### src/rtl/trace_request_scheduler.sv
// trace_request_scheduler
//   Buffers parsed trace records (time, op, address) in a FIFO and releases the
//   head record downstream once the free-running CPU-cycle counter reaches the
//   record's timestamp. Also owns that counter (cur_time), which saturates.
//
// Parameters
//   DEPTH  : FIFO entries (power of two, >= 2)
//   TIME_W : timestamp / cycle-counter width
//   ADDR_W : address width
//
// Ports
//   clk, rst           : clock; asynchronous active-high reset
//   in_valid/in_ready  : record handshake from the parser
//   in_time/op/addr    : record fields (op 0=read 1=write 2=ifetch 3=illegal)
//   out_valid/ready    : released-head handshake to the request queue
//   out_time/op/addr   : head record fields (zero when empty)
//   cur_time           : current CPU cycle
//   count/full/empty   : FIFO occupancy status
//   order_err          : sticky, a timestamp went backwards between accepted records
//   op_err             : sticky, an op=3 record was offered and dropped
module trace_request_scheduler #(
  parameter int unsigned DEPTH  = 16,
  parameter int unsigned TIME_W = 32,
  parameter int unsigned ADDR_W = 32
) (
  input  logic                     clk,
  input  logic                     rst,
  input  logic                     in_valid,
  output logic                     in_ready,
  input  logic [TIME_W-1:0]        in_time,
  input  logic [1:0]               in_op,
  input  logic [ADDR_W-1:0]        in_addr,
  output logic                     out_valid,
  input  logic                     out_ready,
  output logic [TIME_W-1:0]        out_time,
  output logic [1:0]               out_op,
  output logic [ADDR_W-1:0]        out_addr,
  output logic [TIME_W-1:0]        cur_time,
  output logic [$clog2(DEPTH):0]   count,
  output logic                     full,
  output logic                     empty,
  output logic                     order_err,
  output logic                     op_err
);

  localparam int unsigned PW = $clog2(DEPTH);
  localparam int unsigned CW = PW + 1;

  localparam logic [1:0] OpIllegal = 2'd3;

  // Record storage; no reset needed since head fields are masked while empty.
  logic [TIME_W-1:0] mem_time [DEPTH];
  logic [1:0]        mem_op   [DEPTH];
  logic [ADDR_W-1:0] mem_addr [DEPTH];

  logic [PW-1:0]     rd_ptr_q, rd_ptr_d;
  logic [PW-1:0]     wr_ptr_q, wr_ptr_d;
  logic [CW-1:0]     count_q, count_d;
  logic [TIME_W-1:0] cur_time_q, cur_time_d;
  logic [TIME_W-1:0] last_time_q, last_time_d;
  logic              seen_push_q, seen_push_d;
  logic              order_err_q, order_err_d;
  logic              op_err_q, op_err_d;

  logic accept;
  logic push;
  logic pop;

  always_comb begin
    full     = (count_q == CW'(DEPTH));
    empty    = (count_q == '0);
    in_ready = !full;

    if (empty) begin
      out_time = '0;
      out_op   = '0;
      out_addr = '0;
    end else begin
      out_time = mem_time[rd_ptr_q];
      out_op   = mem_op[rd_ptr_q];
      out_addr = mem_addr[rd_ptr_q];
    end

    out_valid = !empty && (out_time <= cur_time_q);

    accept = in_valid && in_ready;
    push   = accept && (in_op != OpIllegal);
    pop    = out_valid && out_ready;

    rd_ptr_d    = pop  ? rd_ptr_q + PW'(1) : rd_ptr_q;
    wr_ptr_d    = push ? wr_ptr_q + PW'(1) : wr_ptr_q;

    unique case ({push, pop})
      2'b10:   count_d = count_q + CW'(1);
      2'b01:   count_d = count_q - CW'(1);
      default: count_d = count_q;
    endcase

    cur_time_d  = (cur_time_q == '1) ? cur_time_q : cur_time_q + TIME_W'(1);

    last_time_d = push ? in_time : last_time_q;
    seen_push_d = seen_push_q || push;

    // seen_push_q keeps the very first record after reset from being
    // compared against the reset value of last_time_q.
    order_err_d = order_err_q || (push && seen_push_q && (in_time < last_time_q));
    op_err_d    = op_err_q || (accept && (in_op == OpIllegal));
  end

  always_ff @(posedge clk or posedge rst) begin
    if (rst) begin
      rd_ptr_q    <= '0;
      wr_ptr_q    <= '0;
      count_q     <= '0;
      cur_time_q  <= '0;
      last_time_q <= '0;
      seen_push_q <= 1'b0;
      order_err_q <= 1'b0;
      op_err_q    <= 1'b0;
    end else begin
      rd_ptr_q    <= rd_ptr_d;
      wr_ptr_q    <= wr_ptr_d;
      count_q     <= count_d;
      cur_time_q  <= cur_time_d;
      last_time_q <= last_time_d;
      seen_push_q <= seen_push_d;
      order_err_q <= order_err_d;
      op_err_q    <= op_err_d;
    end
  end

  always_ff @(posedge clk) begin
    if (push) begin
      mem_time[wr_ptr_q] <= in_time;
      mem_op[wr_ptr_q]   <= in_op;
      mem_addr[wr_ptr_q] <= in_addr;
    end
  end

  assign cur_time  = cur_time_q;
  assign count     = count_q;
  assign order_err = order_err_q;
  assign op_err    = op_err_q;

endmodule
### config.mk
export PLATFORM = sky130hd
export DESIGN_NAME = trace_request_scheduler
export DESIGN_NICKNAME = d
export VERILOG_FILES = /design/src/rtl/trace_request_scheduler.sv
export SDC_FILE = /design/constraint.sdc
export NUM_CORES = 1
export LEC_CHECK = 0
export CAP_MARGIN = 20
export CORE_ASPECT_RATIO = 0.7
export CORE_MARGIN = 4
export CORE_UTILIZATION = 63
export DETAILED_ROUTE_END_ITERATION = 10
export PLACE_DENSITY = 0.82
export SYNTH_ARGS = -nofsm -noshare
export SYNTH_HDL_FRONTEND = slang
export SYNTH_SLANG_ARGS = --single-unit
export TNS_END_PERCENT = 10
### constraint.sdc
create_clock -name clk -period 13.84 [get_ports clk]
set_input_delay 2.768 -clock clk [delete_from_list [all_inputs] [get_ports clk]]
set_output_delay 2.768 -clock clk [all_outputs]
set_load 0.02 [all_outputs]
* Word level (Yosys, flattened, before mapping)
Memories as Yosys holds them, arrays and structs flattened.
Index checks and enable logic that the tools add are counted.
** Word-level totals
- Bits of input ports :: 70
- RAM bits :: 1056
- Output and inout port bits :: 109
- Logic and storage cells :: 44
- Register bits :: 80
- Memories :: 3
** Operators by class
- $lt $le $gt $ge :: 2
- Multiplexer cells :: 6
- $add $sub $neg :: 5
- Equal/unequal tests :: 6
- Reductions and logical operators :: 14
** Memories
- mem_addr :: words 16, width 32, read ports 1, clocked after memory_dff 0, wr ports 1, line 54 : logic [ADDR_W-1:0] mem_addr [DEPTH];
- mem_time :: words 16, width 32, read ports 1, clocked after memory_dff 0, wr ports 1, line 52 : logic [TIME_W-1:0] mem_time [DEPTH];
- mem_op :: words 16, width 2, read ports 1, clocked after memory_dff 0, wr ports 1, line 53 : logic [1:0] mem_op [DEPTH];
** Operator list (number)
- $mux W32 :: 2
- $add A32 B1 Y32 const B :: 1
- $eq A32 B32 Y1 const B :: 1
- $le A32 B32 Y1 :: 1
- $lt A32 B32 Y1 :: 1
- $pmux W5 S2 :: 1
- $add A4 B1 Y4 const B :: 2
- $logic_and A1 B1 Y1 :: 7
- $add A5 B1 Y5 const B :: 1
- $eq A5 B5 Y1 const B :: 1
- $logic_not A5 Y1 :: 1
- $sub A5 B1 Y5 const B :: 1
- $eq A2 B2 Y1 const B :: 2
- $logic_or A1 B1 Y1 :: 3
- $eq A2 B1 Y1 const B :: 1
- $logic_not A1 Y1 :: 2
- $mux W1 :: 2
- $mux W2 :: 1
- $ne A2 B2 Y1 const B :: 1
- $reduce_bool A2 Y1 :: 1

* Logic depth before layout (Yosys ltp)
- Depth after elaboration :: 7
- Depth in mapped cells :: 22
- Gate-level depth less buffers :: 20

* Worst setup path after synthesis
OpenSTA, ideal clock, no wires.
- Kind :: input to register
- Start point :: in in_valid
- End point :: mem mem_addr[3][0], enable pin
- Stages :: 5
- Arrival time :: 8023 ps
- Data required time :: 13269 ps
- Library setup time :: 571 ps
- Setup slack :: 5246 ps
- Path buffers :: 1
- Cell sequence :: nand2_1 a21oi_2 clkbuf_1 nand2_1 nor3_1
** Between the ends
- Longest elaborated chain between the ends :: 4
** RTL lines
- start: declaration :: line 28 : input logic in_valid,
- $logic_and A1 B1 Y1 :: line 86 : accept = in_valid && in_ready;
- $logic_and A1 B1 Y1 :: line 87 : push = accept && (in_op != OpIllegal);
- $mux W1 :: line 133 : if (push) begin
- $mux W1 (implied by the code) :: line 136 : mem_addr[wr_ptr_q] <= in_addr;
- end: declaration :: line 54
No other way between the ends.

* Worst setup path after layout
- Start point :: reg rd_ptr_q[0]
- End point :: out out_valid
** Between the ends
- Longest elaborated chain between the ends :: 4
** RTL lines
- start: declaration :: line 56 : logic [PW-1:0] rd_ptr_q, rd_ptr_d;
- start signal: assignment :: line 121 : rd_ptr_q <= rd_ptr_d;
- $mem_v2 Z16 W32
- $mux W32 :: line 74 : if (empty) begin
- $le A32 B32 Y1 :: line 84 : out_valid = !empty && (out_time <= cur_time_q);
- $logic_and A1 B1 Y1 :: line 84
- end: declaration :: line 33 : output logic out_valid,
No other way between the ends.

==> summary.txt <==
GLOBAL ROUTE
--------------------------------------------------------------------------------------
Wire length of the first global-routing pass                                  161.8 mm
Grt ovf                                                                              0
Via count of the first global-routing pass                                       23552
Initial antenna violation count                                                      5
Largest net degree at the start of global routing                                  170
GR Util All Layers                                                              0.2959

CRITICAL PATH
--------------------------------------------------------------------------------------
CP Class                                                                  register to primary output
Cells along the critical path                                             buf_12 > buf_4 > mux4_2 > mux4_2 > nor2b_1 > ha_1 > nand4_1 > nor2_1 > a221o_1 > nor3_1 > o21a_1 > clkdlybuf4s50_1
Kind of start point of the critical path                                      register
Largest fanout on the critical path                                                104
Startpoint of the lowest-slack register-to-register path                   rd_ptr_q[0]
Type of element capturing the critical path                               primary output
Worst reg2reg endpoint                                                        count[4]
CP Launch Point                                                            rd_ptr_q[0]
Required time of the critical path                                            11.07 ns
CP dominant cell by count                                                       mux4_2
Worst setup slack for register-to-register paths                               6.42 ns
Stage delay of the slowest cell on the critical path                           0.99 ns
R2R cell count                                                                      18
Worst-path cell with the longest stage delay                                   dfrtp_4
Worst EP arrival                                                               6.77 ns

POWER AND IR DROP
--------------------------------------------------------------------------------------
Power density over the cells                                              207.0 nW/um2
Fraction of power consumed by sequential logic                                   0.398
Maximum VDD drop                                                              202.1 uV
Static leakage                                                                16.59 nW
Internal                                                                      7.288 mW
Clock share of power                                                             0.255
Switching share of total power                                                  0.3140
Logic gate share of total power                                                  0.347
Switch Pwr                                                                    3.336 mW

TIMING
--------------------------------------------------------------------------------------
Least-Margin Pin Slew                                                         1.203 ns
Setup repair after global routing missed its margin                                 no
Highest Clock Rate                                                           104.9 MHz
Final Max Slew Viols                                                                 0
Final critical path time including I/O delays and setup                       9.534 ns
Worst relative slew slack                                                       0.1982
Number of endpoints failing setup at the final stage                                 0
Final hold violation count                                                           0
Setup slack of the critical path after layout                                 4.306 ns
Clock Skews                                                                 0.01851 ns
Setup TNS after final layout                                                      0 ns
Post-route clock period utilization                                             0.6889

HOLD PATH
--------------------------------------------------------------------------------------
Hold Startpoint                                                            seen_push_q
Min-Delay Path Depth                                                                 1
Type of the tightest min-delay check                                      register to register
Endpoint of the worst hold path                                            seen_push_q

LOGIC SYNTHESIS
--------------------------------------------------------------------------------------
Cell area after technology mapping                                           45110 um2
Synthesized instance count                                                        2094
Most common flop cell mapped by yosys                                         edfxtp_1
Syn_nets                                                                          2238
Warning count from the yosys run                                                     0
Number of distinct library cells after synthesis                                    51
Ys async rst share                                                             0.07042
Sequential area share after synthesis                                           0.7474
Number of enable flip-flop cells after synthesis                                  1056
Number of flip-flops and latches in the synthesized netlist                       1136
Post-synthesis area per instance                                             21.54 um2

PLACED DESIGN
--------------------------------------------------------------------------------------
Worst Setup Slack post-DPL                                                    5.003 ns
Hpwl dp                                                                       56.31 mm
Buffers added on ports                                                             178
Weighted congestion reported at the end of routability-driven placement         0.9434
Post-Place Cells                                                                  3174
Placed inst area                                                             48150 um2

DRT
--------------------------------------------------------------------------------------
ANT nets after route                                                                 0
Routed vias                                                                      22738
DRC marker count from the first detailed-route iteration                          3612
Detail-routed via count per cell                                                 6.755
Initial DRT Pass Iterations                                                          7
Total wirelength of the detailed-routed design                                109.6 mm
WL per Instance                                                               32.56 um
Post-detailed-route DRC marker count                                                 0

CLOCKING
--------------------------------------------------------------------------------------
Root Buffer                                                                  clkbuf_16
Post-CTS Setup Bufs                                                                  0
Number of H-tree levels                                                              3
Number of clock sinks                                                             1136
Clock tree from TritonCTS                                                        built
Inserted Clock Buffers                                                             100
Clock-pin slew on the worst setup and hold paths                               0.06 ns
Buffer levels on the longest clock path                                              3
Worst skew pair latency                                                        0.67 ns
Cts repair resizes                                                                   0
Total of hold buffers inserted after clock tree synthesis                            0

FINISH
--------------------------------------------------------------------------------------
Area growth from synthesis to layout                                            13.80%
Layout cell share with drive strength beyond 1                                  0.2245
Layout Cells excl Fill                                                            3366
Fillcell total                                                                    3874
Final std cell area, no fill                                                 51330 um2
Number of nets in the layout                                                      2468

DIE
--------------------------------------------------------------------------------------
Effective utilization at floorplan                                              0.6413
Die Area                                                                     76010 um2
Row count                                                                           81
I/O pins                                                                           179
Die Width                                                                     327.8 um
Placeable Area                                                               70340 um2
Height of the die                                                             231.9 um

STATUS
--------------------------------------------------------------------------------------
Outcome                                                                      completed

FLOW RUN
--------------------------------------------------------------------------------------
Maxcap violations                                                                    0

[worst max path at each step]
stage / to / slack [ns] / depth (start not counted)
final: out_valid / 4.31 / 12
after global routing: out_valid / 3.85 / 12
after CTS: out_valid / 4.14 / 12
after detailed placement: out_valid / 5.00 / 12
after global placement: out_valid / 5.07 / 12
after floorplan: mem_addr[3][0] / 5.25 / 5
[metrics by stage]
step | power (mW) | hold WS (ns) | utilization
3_3_place_gp | 7.808 | 0.4504 | 0.6843
4_1_cts | 10.64 | 0.4781 | 0.7288
3_5_place_dp | 7.908 | 0.4627 | 0.6846
5_1_grt | 11.02 | 0.4978 | 0.7297
6_report | 10.62 | 0.4739 | 0.7298
2_1_floorplan | 6.615 | 0.4358 | -
[flip-flops by register name (all words and copies together) (netlist names), 4 cells and up]
register / flops
count: 5
cur_time: 32
last_time_q: 32
mem_addr: 512
mem_op: 32
mem_time: 512
rd_ptr_q: 4
wr_ptr_q: 4
[cell usage in the layout, fill, tap and decap left out, types with 21 or more instances in the layout]
master           count
o21ai_0             42
buf_4               38
clkbuf_16          103
mux4_2             329
clkbuf_1            28
xnor2_1             38
a21oi_1             23
inv_1               74
nand2_1             63
clkdlybuf4s50_1    178
edfxtp_1          1056
dfrtp_1             76
ha_1                73
nor2b_1             69
clkinv_2            21
nand4_1             24
[synth_stat cells (all sizes together), types with 2 or more instances]
| cell type | number | area (um2) |
|---|---|---|
| a2111oi | 4 | 53.81 |
| a211oi | 4 | 30.03 |
| a21o | 12 | 90.09 |
| a21oi | 24 | 123.9 |
| and2 | 2 | 12.51 |
| and3 | 5 | 31.28 |
| and4 | 6 | 52.55 |
| buf | 38 | 214.0 |
| clkbuf | 55 | 206.5 |
| dfrtp | 80 | 2002 |
| edfxtp | 1056 | 31710 |
| ha | 73 | 913.4 |
| inv | 75 | 281.5 |
| mux2 | 2 | 22.52 |
| mux2i | 2 | 20.02 |
| mux4 | 329 | 7410 |
| nand2 | 63 | 236.5 |
| nand2b | 6 | 37.54 |
| nand3 | 12 | 60.06 |
| nand4 | 24 | 150.1 |
| nor2 | 24 | 90.09 |
| nor2b | 70 | 437.9 |
| nor3 | 14 | 75.07 |
| nor4 | 9 | 77.57 |
| o2111ai | 2 | 17.52 |
| o211ai | 3 | 22.52 |
| o21a | 3 | 22.52 |
| o21ai | 43 | 215.2 |
| or3 | 2 | 12.51 |
| xnor2 | 38 | 332.8 |
| xor2 | 3 | 26.28 |
[power by group through the flow]
stage / combinational, mW / clock [mW] / sequential, mW
detailed placement: 3.59 / 0 / 4.32
CTS: 3.66 / 2.72 / 4.26
global placement: 3.51 / 0 / 4.30
global route: 3.87 / 2.89 / 4.26
finish: 3.69 / 2.70 / 4.23
floorplan: 2.42 / 0 / 4.19
[metal layers]
metal  GRT usage  routed length [um]  vias to the layer above
met5           0                   0                        -
met4     0.08251                3029                        0
met3     0.05658               11150                      227
met2      0.4764               54900                     1455
met1      0.4269               40500                    11969
li1            -                   -                     9087
[worst max-delay path, delay by kind of cell (launching register included)]
family | cells | cell delay [ns]
AOI/OAI and AO/OA | 2 | 0.54
adders and majority gates | 1 | 0.40
and+or+nand+nor | 4 | 0.93
buffers and inverters | 3 | 1.97
DFF | 1 | 0.99
muxes | 2 | 1.10
[cell families (layout without fill, tap and decap cells)]
group	after synthesis	count (layout)	synth area share
xor+xnor	41	41	0.007961
buf+inv	168	479	0.01556
simple gates	239	239	0.02854
mux	333	333	0.1652
other cells	0	7	0
flops	1136	1136	0.7474
fa+ha+maj	74	74	0.02069
compound gates	103	103	0.01467
[area by class of cell]
type / count / area (um2) / share of cell area
flip-flops and latches: 1136 / 33730 / 0.6570
multi-input cells: 790 / 10820 / 0.2108
clock buffers: 134 / 2724 / 0.05306
repair buffers: 221 / 2182 / 0.04251
well taps: 954 / 1194 / 0.02325
clock inverters: 49 / 386.6 / 0.007532
inverters: 75 / 282.8 / 0.005509
diodes: 7 / 17.52 / 0.0003412
Note: power is estimated with default switching activity, not from simulation.
